<file path="src/rtl/bcd_entry_pkg.sv">
// Shared types and constants for the BCD entry / conversion blocks.
// Also holds the output-width helper used by the elaboration-time parameter check.
package bcd_entry_pkg;

    typedef enum logic [1:0] {
        ENTRY   = 2'd0,
        CONVERT = 2'd1,
        HOLD    = 2'd2
    } state_e;

    localparam int         DIGIT_W = 4;
    localparam logic [3:0] MAX_BCD = 4'd9;

    // Smallest w with 2^w > 10^num_digits - 1.
    function automatic int min_out_w(input int num_digits);
        longint max_val;
        int     w;
        max_val = 1;
        for (int i = 0; i < num_digits; i++) max_val = max_val * 10;
        max_val = max_val - 1;
        w = 1;
        for (int b = 0; b < 62; b++) begin
            if ((longint'(1) << w) <= max_val) w = w + 1;
        end
        return w;
    endfunction

endpackage

</file>
<file path="src/rtl/bcd_mac_step.sv">
// One decimal multiply-accumulate step: acc*10 + digit, truncated to OUT_W.
// Pure combinational; the caller guarantees the result fits.
module bcd_mac_step
    import bcd_entry_pkg::*;
#(
    parameter int OUT_W = 12
) (
    input  logic [OUT_W-1:0]   acc_in,
    input  logic [DIGIT_W-1:0] digit,
    output logic [OUT_W-1:0]   acc_out
);

    // x*10 as x*8 + x*2 keeps this a pair of shifts and adds.
    assign acc_out = (acc_in << 3) + (acc_in << 1) + OUT_W'(digit);

endmodule

</file>
<file path="src/rtl/bcd_entry_accumulator.sv">
// Captures NUM_DIGITS BCD digits (MSD first) on rising edges of enter, converts them
// to binary one digit per cycle, and offers the result on a valid/ready handshake.
module bcd_entry_accumulator
    import bcd_entry_pkg::*;
#(
    parameter int NUM_DIGITS = 3,
    parameter int OUT_W      = 12
) (
    input  logic                            clk,
    input  logic                            reset,
    input  logic [DIGIT_W-1:0]              digit_in,
    input  logic                            enter,
    input  logic                            clear,
    input  logic                            out_ready,
    output logic [OUT_W-1:0]                number_out,
    output logic                            out_valid,
    output logic [$clog2(NUM_DIGITS+1)-1:0] digit_count,
    output logic                            digit_err
);

    localparam int CNT_W = $clog2(NUM_DIGITS + 1);
    localparam logic [CNT_W-1:0] LAST = CNT_W'(NUM_DIGITS - 1);

    if (NUM_DIGITS < 1 || NUM_DIGITS > 6) begin : g_bad_digits
        $error("bcd_entry_accumulator: NUM_DIGITS must be 1..6");
    end
    if (OUT_W < min_out_w(NUM_DIGITS)) begin : g_bad_width
        $error("bcd_entry_accumulator: OUT_W too narrow for NUM_DIGITS");
    end

    state_e                                state_q, state_d;
    logic [CNT_W-1:0]                      digit_count_q, digit_count_d;
    logic [CNT_W-1:0]                      idx_q, idx_d;
    logic [NUM_DIGITS-1:0][DIGIT_W-1:0]    digits_q, digits_d;
    logic [OUT_W-1:0]                      acc_q, acc_d;
    logic [OUT_W-1:0]                      number_out_q, number_out_d;
    logic                                  out_valid_q, out_valid_d;
    logic                                  digit_err_q, digit_err_d;
    logic                                  enter_q, enter_d;

    logic                                  enter_edge;
    logic                                  digit_ok;
    logic [DIGIT_W-1:0]                    cur_digit;
    logic [OUT_W-1:0]                      mac_out;

    assign enter_edge = enter & ~enter_q;
    assign digit_ok   = (digit_in <= MAX_BCD);
    assign enter_d    = enter;

    always_comb begin
        cur_digit = '0;
        for (int i = 0; i < NUM_DIGITS; i++) begin
            if (idx_q == CNT_W'(i)) cur_digit = digits_q[i];
        end
    end

    bcd_mac_step #(.OUT_W(OUT_W)) u_mac (
        .acc_in  (acc_q),
        .digit   (cur_digit),
        .acc_out (mac_out)
    );

    // State register. enter_q resets high so a held enter is not seen as an edge.
    always_ff @(posedge clk or posedge reset) begin
        if (reset) begin
            state_q       <= ENTRY;
            digit_count_q <= '0;
            idx_q         <= '0;
            digits_q      <= '0;
            acc_q         <= '0;
            number_out_q  <= '0;
            out_valid_q   <= 1'b0;
            digit_err_q   <= 1'b0;
            enter_q       <= 1'b1;
        end else begin
            state_q       <= state_d;
            digit_count_q <= digit_count_d;
            idx_q         <= idx_d;
            digits_q      <= digits_d;
            acc_q         <= acc_d;
            number_out_q  <= number_out_d;
            out_valid_q   <= out_valid_d;
            digit_err_q   <= digit_err_d;
            enter_q       <= enter_d;
        end
    end

    // Next-state logic.
    always_comb begin
        state_d = state_q;
        if (clear) begin
            state_d = ENTRY;
        end else begin
            case (state_q)
                ENTRY:   if (enter_edge && digit_ok && digit_count_q == LAST) state_d = CONVERT;
                CONVERT: if (idx_q == LAST) state_d = HOLD;
                HOLD:    if (out_ready) state_d = ENTRY;
                default: state_d = ENTRY;
            endcase
        end
    end

    // Datapath and output registers.
    always_comb begin
        digit_count_d = digit_count_q;
        idx_d         = idx_q;
        digits_d      = digits_q;
        acc_d         = acc_q;
        number_out_d  = number_out_q;
        out_valid_d   = out_valid_q;
        digit_err_d   = 1'b0;
        if (clear) begin
            // number_out deliberately keeps its last value.
            digit_count_d = '0;
            idx_d         = '0;
            acc_d         = '0;
            out_valid_d   = 1'b0;
        end else begin
            case (state_q)
                ENTRY: begin
                    if (enter_edge) begin
                        if (digit_ok) begin
                            for (int i = 0; i < NUM_DIGITS; i++) begin
                                if (digit_count_q == CNT_W'(i)) digits_d[i] = digit_in;
                            end
                            digit_count_d = digit_count_q + 1'b1;
                            if (digit_count_q == LAST) begin
                                acc_d = '0;
                                idx_d = '0;
                            end
                        end else begin
                            digit_err_d = 1'b1;
                        end
                    end
                end
                CONVERT: begin
                    acc_d = mac_out;
                    idx_d = idx_q + 1'b1;
                    if (idx_q == LAST) begin
                        number_out_d = mac_out;
                        out_valid_d  = 1'b1;
                    end
                end
                HOLD: begin
                    if (out_ready) begin
                        out_valid_d   = 1'b0;
                        digit_count_d = '0;
                    end
                end
                default: ;
            endcase
        end
    end

    assign number_out  = number_out_q;
    assign out_valid   = out_valid_q;
    assign digit_count = digit_count_q;
    assign digit_err   = digit_err_q;

endmodule

</file>
<file path="config.mk">
export PLATFORM = sky130hd
export DESIGN_NAME = bcd_entry_accumulator
export DESIGN_NICKNAME = d
export VERILOG_FILES = /design/src/rtl/bcd_entry_pkg.sv /design/src/rtl/bcd_mac_step.sv /design/src/rtl/bcd_entry_accumulator.sv
export SDC_FILE = /design/constraint.sdc
export NUM_CORES = 1
export LEC_CHECK = 0
export BUFFER_PORTS_ARGS = -buffer_cell sky130_fd_sc_hd__clkbuf_2
export CAP_MARGIN = 20
export CORE_UTILIZATION = 27
export DETAILED_ROUTE_END_ITERATION = 7
export HOLD_SLACK_MARGIN = 0.05
export PLACE_DENSITY = 0.48
export SYNTH_ARGS = -nofsm -noshare
export SYNTH_HDL_FRONTEND = slang
export SYNTH_HIERARCHICAL = 1
export SYNTH_SLANG_ARGS = --single-unit
</file>
<file path="constraint.sdc">
create_clock -name clk -period 4.65 [get_ports clk]
set_input_delay 0.2325 -clock clk [delete_from_list [all_inputs] [get_ports clk]]
set_output_delay 0.2325 -clock clk [all_outputs]
set_load 0.005 [all_outputs]
</file>
==> impl_metrics.yaml, run 1 <==
routing:
  wl_um: 5350
  detail_route.wl_per_cell_um: 14.2
  remaining_drc_errors: 0
  num_vias: 1805
  firstDrtPassIters: 4
  routed_via_density: 4.80
  drtIter0Drc: 74
  antenna_violating_nets_post_route: 0
global_routing:
  grt_pass1_wl_um: 9060
  gr-total-overflow: 0
  antenna_found_initial: 0
  first_global_vias: 1821
  grt_use_total: 0.116
  grt_max_degree: 45
critical_path:
  cp.arrival_ns: 3.43
  endpoint_kind: "flop"
  cp_slowest_stage_delay_ns: 0.48
  cp_top_family: "adder cells"
  critPathKind: "reg2reg"
  worst_path_max_delay_cell: "fa_1"
  start_kind: "flop"
  cp_num_buf_inv: 2
  cp_data_required_time_ns: 4.83
  path_cells: "inv_1 > ha_1 > and3b_1 > a21oi_1 > o21ai_0 > inv_1 > fa_1 > fa_1 > nand2b_1 > a21oi_1 > nor2_1 > xnor2_1 > mux2_1"
  worstPathMaxFanout: 8
die:
  start_util: 0.278
  row_count: 35
  dieArea_um2: 9870
  fp.coreArea_um2: 9200
  fp.dieW_um: 99.4
  die_h_um: 99.4
  num_io_pins: 25
final_layout:
  area_growth_syn_to_layout_pct: 14.4
  final_layout_size_suffix_gt1_frac: 0.208
  finalNetCount: 299
  antenna_cells: 0
  fin_area_um2: 2930
pwr:
  power_mw: 1.08
  peakVddDrop_mv: 0.141
  p_leak_nw: 1.41
  power_density_nw_per_um2: 368
clock_tree:
  clock_path_buffers: 2
  cts_resized: 0
  cts_tree: "done"
  path_clk_slew_ns: 0.09
  clk_latency_ns: 0.30
  post-cts-setup-buffers: 0
  cts_made_buffers: 5
  htreeDepth: 2
  cts-root-buf: "clkbuf_8"
  clock-sinks: 44
  cts_hold_buf: 1
sta:
  period_needed_ns: 3.25
  tns_ns: 0
  hold_viol_final: 0
  fin_ws_ns: 1.40
  max_slew_margin: 0.563
  timing.final.crit_share: 0.699
  fmax_mhz: 308
  finalSetupViolCount: 0
  rsz0062_at_grt: "no"
  tightest_slew_ns: 0.655
  skew_ns: 0.00535
  finalMaxSlewViolations: 0
synth:
  synthCells: 235
  avgSynthCellArea_um2: 10.9
  ys.warnings.count: 6
  syn_nets: 270
  synth_area_um2: 2560
placed_design:
  post-dp-hpwl_um: 3770
  place_congestion: 0.802
  portBuffers: 24
  placed_cell_area_um2: 2780
  pre_cts_ws_ns: 1.40
worst_hold_path:
  hold_class: "in2reg"
run_status:
  outcome: "complete, no violations"
job:
  max-cap-violations: 0
[area by class of cell]
| class | instances | area (um^2) |
|---|---|---|
| Timing Repair Buffer | 29 | 183 |
| Clock buffer | 5 | 68.8 |
| Tap cell | 111 | 139 |
| Inverter | 28 | 105 |
| Multi-Input combinational cell | 156 | 1310 |
| Clock inverter | 3 | 18.8 |
| Sequential cell | 44 | 1100 |
| Fill cell | 972 | 6270 |
[state kept, by name (all words and copies together) (netlist names)]
name,flops
acc_q,11
digit_count,2
digit_err,1
digits_q,12
enter_q,1
idx_q,2
number_out,12
out_valid,1
state_q,2
[where the power goes]
| part | switching [mW] | internal, mW |
|---|---|---|
| Clock | 0.138 | 0.105 |
| Sequential | 0.0470 | 0.445 |
| Combinational | 0.183 | 0.159 |
[routing by layer]
layer / global-route usage / vias up / wire, um
met5: 0 / - / 0
met4: 0.0305 / 0 / 15
met3: 0.0197 / 2 / 144
met2: 0.188 / 32 / 2500
met1: 0.161 / 874 / 2690
li1: - / 897 / -
[stage by stage]
step           std cells   util  hold WS (ns)
5_1_grt              376  0.318         0.226
4_1_cts              372  0.313         0.174
2_1_floorplan        235      -         0.237
3_5_place_dp         363  0.302         0.345
6_report             376  0.318         0.210
3_3_place_gp         363  0.302         0.343
[final timing paths]
path / from / to / slack [ns] / depth (start not counted)
min in group asynchronous: reset / digits_q[1]$_DFFE_PP0P_ / 0.50 / 3
max reg2reg: idx_q[1]$_DFFE_PP0P_ / number_out[8]$_DFFE_PP0P_ / 1.40 / 13
max: idx_q[1]$_DFFE_PP0P_ / number_out[8]$_DFFE_PP0P_ / 1.40 / 13
max in group asynchronous: reset / enter_q$_DFF_PP1_ / 3.57 / 4
min: digit_in[0] / digits_q[8]$_DFFE_PP0P_ / 0.21 / 2
min reg2reg: number_out[11]$_DFFE_PP0P_ / number_out[11]$_DFFE_PP0P_ / 0.49 / 1
[placed cells by master (no fill, tap or decap), drive strengths merged, types with 3 or more instances in the layout]
cell,count
nor2b,3
o211ai,4
mux2,24
xnor2,9
clkinv,3
nand3,5
o21ai,22
buf,3
nand4,4
clkbuf,29
ha,24
and3b,4
inv,28
nand2,8
dfrtp,43
nor2,5
a21oi,10
a32oi,12
a31oi,4
Power figures use the tool's default switching activity.
==> run 2, diff against run 1 <==
--- a/config.mk
+++ b/config.mk
@@ -5,12 +5,13 @@
 export SDC_FILE = /design/constraint.sdc
 export NUM_CORES = 1
 export LEC_CHECK = 0
+export ABC_AREA = 1
 export BUFFER_PORTS_ARGS = -buffer_cell sky130_fd_sc_hd__clkbuf_2
 export CAP_MARGIN = 20
 export CORE_UTILIZATION = 27
 export DETAILED_ROUTE_END_ITERATION = 7
 export HOLD_SLACK_MARGIN = 0.05
-export PLACE_DENSITY = 0.48
+export PLACE_DENSITY = 0.47
 export SYNTH_ARGS = -nofsm -noshare
 export SYNTH_HDL_FRONTEND = slang
 export SYNTH_HIERARCHICAL = 1
==> constraint.sdc (replaced) <==
create_clock -name clk -period 3 [get_ports clk]
set_input_delay 0.15 -clock clk [delete_from_list [all_inputs] [get_ports clk]]
set_output_delay 0.15 -clock clk [all_outputs]
set_load 0.005 [all_outputs]
==> impl_metrics.yaml, run 2 <==
worst_hold_path:
  hold_class: "in2reg"
clock_tree:
  clk_latency_ns: 0.30
  path_clk_slew_ns: 0.09
  cts_tree: "done"
  clock-sinks: 44
  cts_made_buffers: 5
  post-cts-setup-buffers: 0
  htreeDepth: 2
  cts-root-buf: "clkbuf_8"
  clock_path_buffers: 2
synth:
  avgSynthCellArea_um2: 7.58
  ys.warnings.count: 6
  synth_area_um2: 2710
  synthCells: 357
  syn_nets: 392
die:
  fp.dieW_um: 102
  row_count: 36
  die_h_um: 102
  start_util: 0.278
  dieArea_um2: 10400
  fp.coreArea_um2: 9730
  num_io_pins: 25
sta:
  fin_ws_ns: 0.266
  skew_ns: 0.00711
  fmax_mhz: 366
  max_slew_margin: 0.465
  finalMaxSlewViolations: 0
  finalSetupViolCount: 0
  hold_viol_final: 0
  timing.final.crit_share: 0.911
  tightest_slew_ns: 0.798
  period_needed_ns: 2.73
global_routing:
  antenna_found_initial: 0
  grt_use_total: 0.124
  grt_max_degree: 27
  grt_pass1_wl_um: 10200
  first_global_vias: 2147
  gr-total-overflow: 0
final_layout:
  antenna_cells: 0
  ff_latch_area_um2: 1100
  num-fill-cells: 1070
  area_growth_syn_to_layout_pct: 15.7
  multiInputGateArea_um2: 1420
  final_common_cell: "nand2_1"
  final_layout_size_suffix_gt1_frac: 0.150
  fin_area_um2: 3130
  finalNetCount: 420
  layout_common_cells: "145 x nand2_1, 43 x dfrtp_1, 37 x inv_1, 30 x nand3_1, 24 x clkbuf_2"
job:
  max-cap-violations: 0
run_status:
  violations: "DRC"
  outcome: "finished, violations left"
critical_path:
  r2r-end: "number_out[7]$_DFFE_PP0P_"
  r2r-start: "idx_q[0]$_DFFE_PP0P_"
  start_kind: "flop"
  worstPathMaxFanout: 4
  critPathKind: "reg2reg"
  endpoint_kind: "flop"
  endpoint: "number_out[7]$_DFFE_PP0P_"
  cp.arrival_ns: 2.97
  cp_data_required_time_ns: 3.24
  reg2reg_depth: 17
  ff2ff_setup_slack_ns: 0.27
  startpoint: "idx_q[0]$_DFFE_PP0P_"
routing:
  detail_route.wl_per_cell_um: 11.4
  drtIter0Drc: 48
  wl_um: 5930
  routed_via_density: 4.31
  antenna_violating_nets_post_route: 0
  remaining_drc_errors: 1
  firstDrtPassIters: 6
  num_vias: 2239
placed_design:
  portBuffers: 24
  placed_cell_area_um2: 2960
  pre_cts_ws_ns: 0.155
  post-dp-hpwl_um: 4530
  place_congestion: 0.813
pwr:
  peakVddDrop_mv: 0.238
  p_leak_nw: 1.79
  power_density_nw_per_um2: 498
==> run 2: metrics by stage <==
stage	util	setup TNS (ns)	hold slack, ns	instances	power, mW
floorplan	-	0	0.154	357	0.978
global placement	0.304	0	0.215	509	1.07
detailed placement	0.304	0	0.226	509	1.07
CTS	0.319	0	0.0987	519	1.58
global route	0.322	-0.000530	0.104	519	1.67
finish	0.322	0	0.106	519	1.56
==> run 2: worst min-delay path by stage <==
stage,slack [ns],cells past startpoint,to,start
after floorplan,0.15,0,enter_q$_DFF_PP1_,enter
after global placement,0.21,2,number_out[6]$_DFFE_PP0P_,reset
after detailed placement,0.23,2,acc_q[6]$_DFFE_PP0P_,reset
after CTS,0.1,3,digits_q[8]$_DFFE_PP0P_,digit_in[0]
after global routing,0.10,3,digits_q[8]$_DFFE_PP0P_,digit_in[0]
final,0.11,3,digits_q[8]$_DFFE_PP0P_,digit_in[0]
==> run 2: critical path: stages (launching register included) <==
cell     delay [ns]
dfrtp_1        0.41
inv_1          0.13
ha_4           0.16
nand2_1        0.05
nor2_1         0.08
a21oi_1        0.05
o21ai_1        0.11
inv_1          0.06
fa_1           0.56
inv_1          0.06
ha_1           0.30
nand3_1        0.10
nand3_2        0.10
nand2_1        0.08
nand2_1        0.08
xor2_2         0.16
nand3_1        0.09
nand2_1        0.10
==> run 2: repair_timing <==
| item | CTS | global route |
|---|---|---|
| setup endpoints to repair | 0 | 11 |
| hold buffers | 2 | 0 |
| resized for setup | 0 | 8 |
| endpoints found under the hold margin | 21 | 0 |
==> run 2: cell type report <==
cell class              instances  area share
clock buffers                   6      0.0264
clock inverters                 2      0.0124
inverters                      41      0.0492
multi-input cells             264       0.455
flip-flops and latches         44       0.352
well taps                     133      0.0532
repair buffers                 29      0.0520
==> run 2: power breakdown <==
group,leakage (nW),internal (mW),total [mW],switching [mW]
logic,1.13,0.127,0.324,0.197
clock network,0.0614,0.273,0.495,0.222
registers,0.596,0.678,0.739,0.0611
==> run 2: metal layers <==
layer | global-route usage | wire length (um) | share of wire
met4 | 0.0198 | 7 | 0.0012
met2 | 0.213 | 2810 | 0.47
met1 | 0.165 | 2950 | 0.50
met3 | 0.0226 | 165 | 0.028
met5 | 0 | 0 | 0
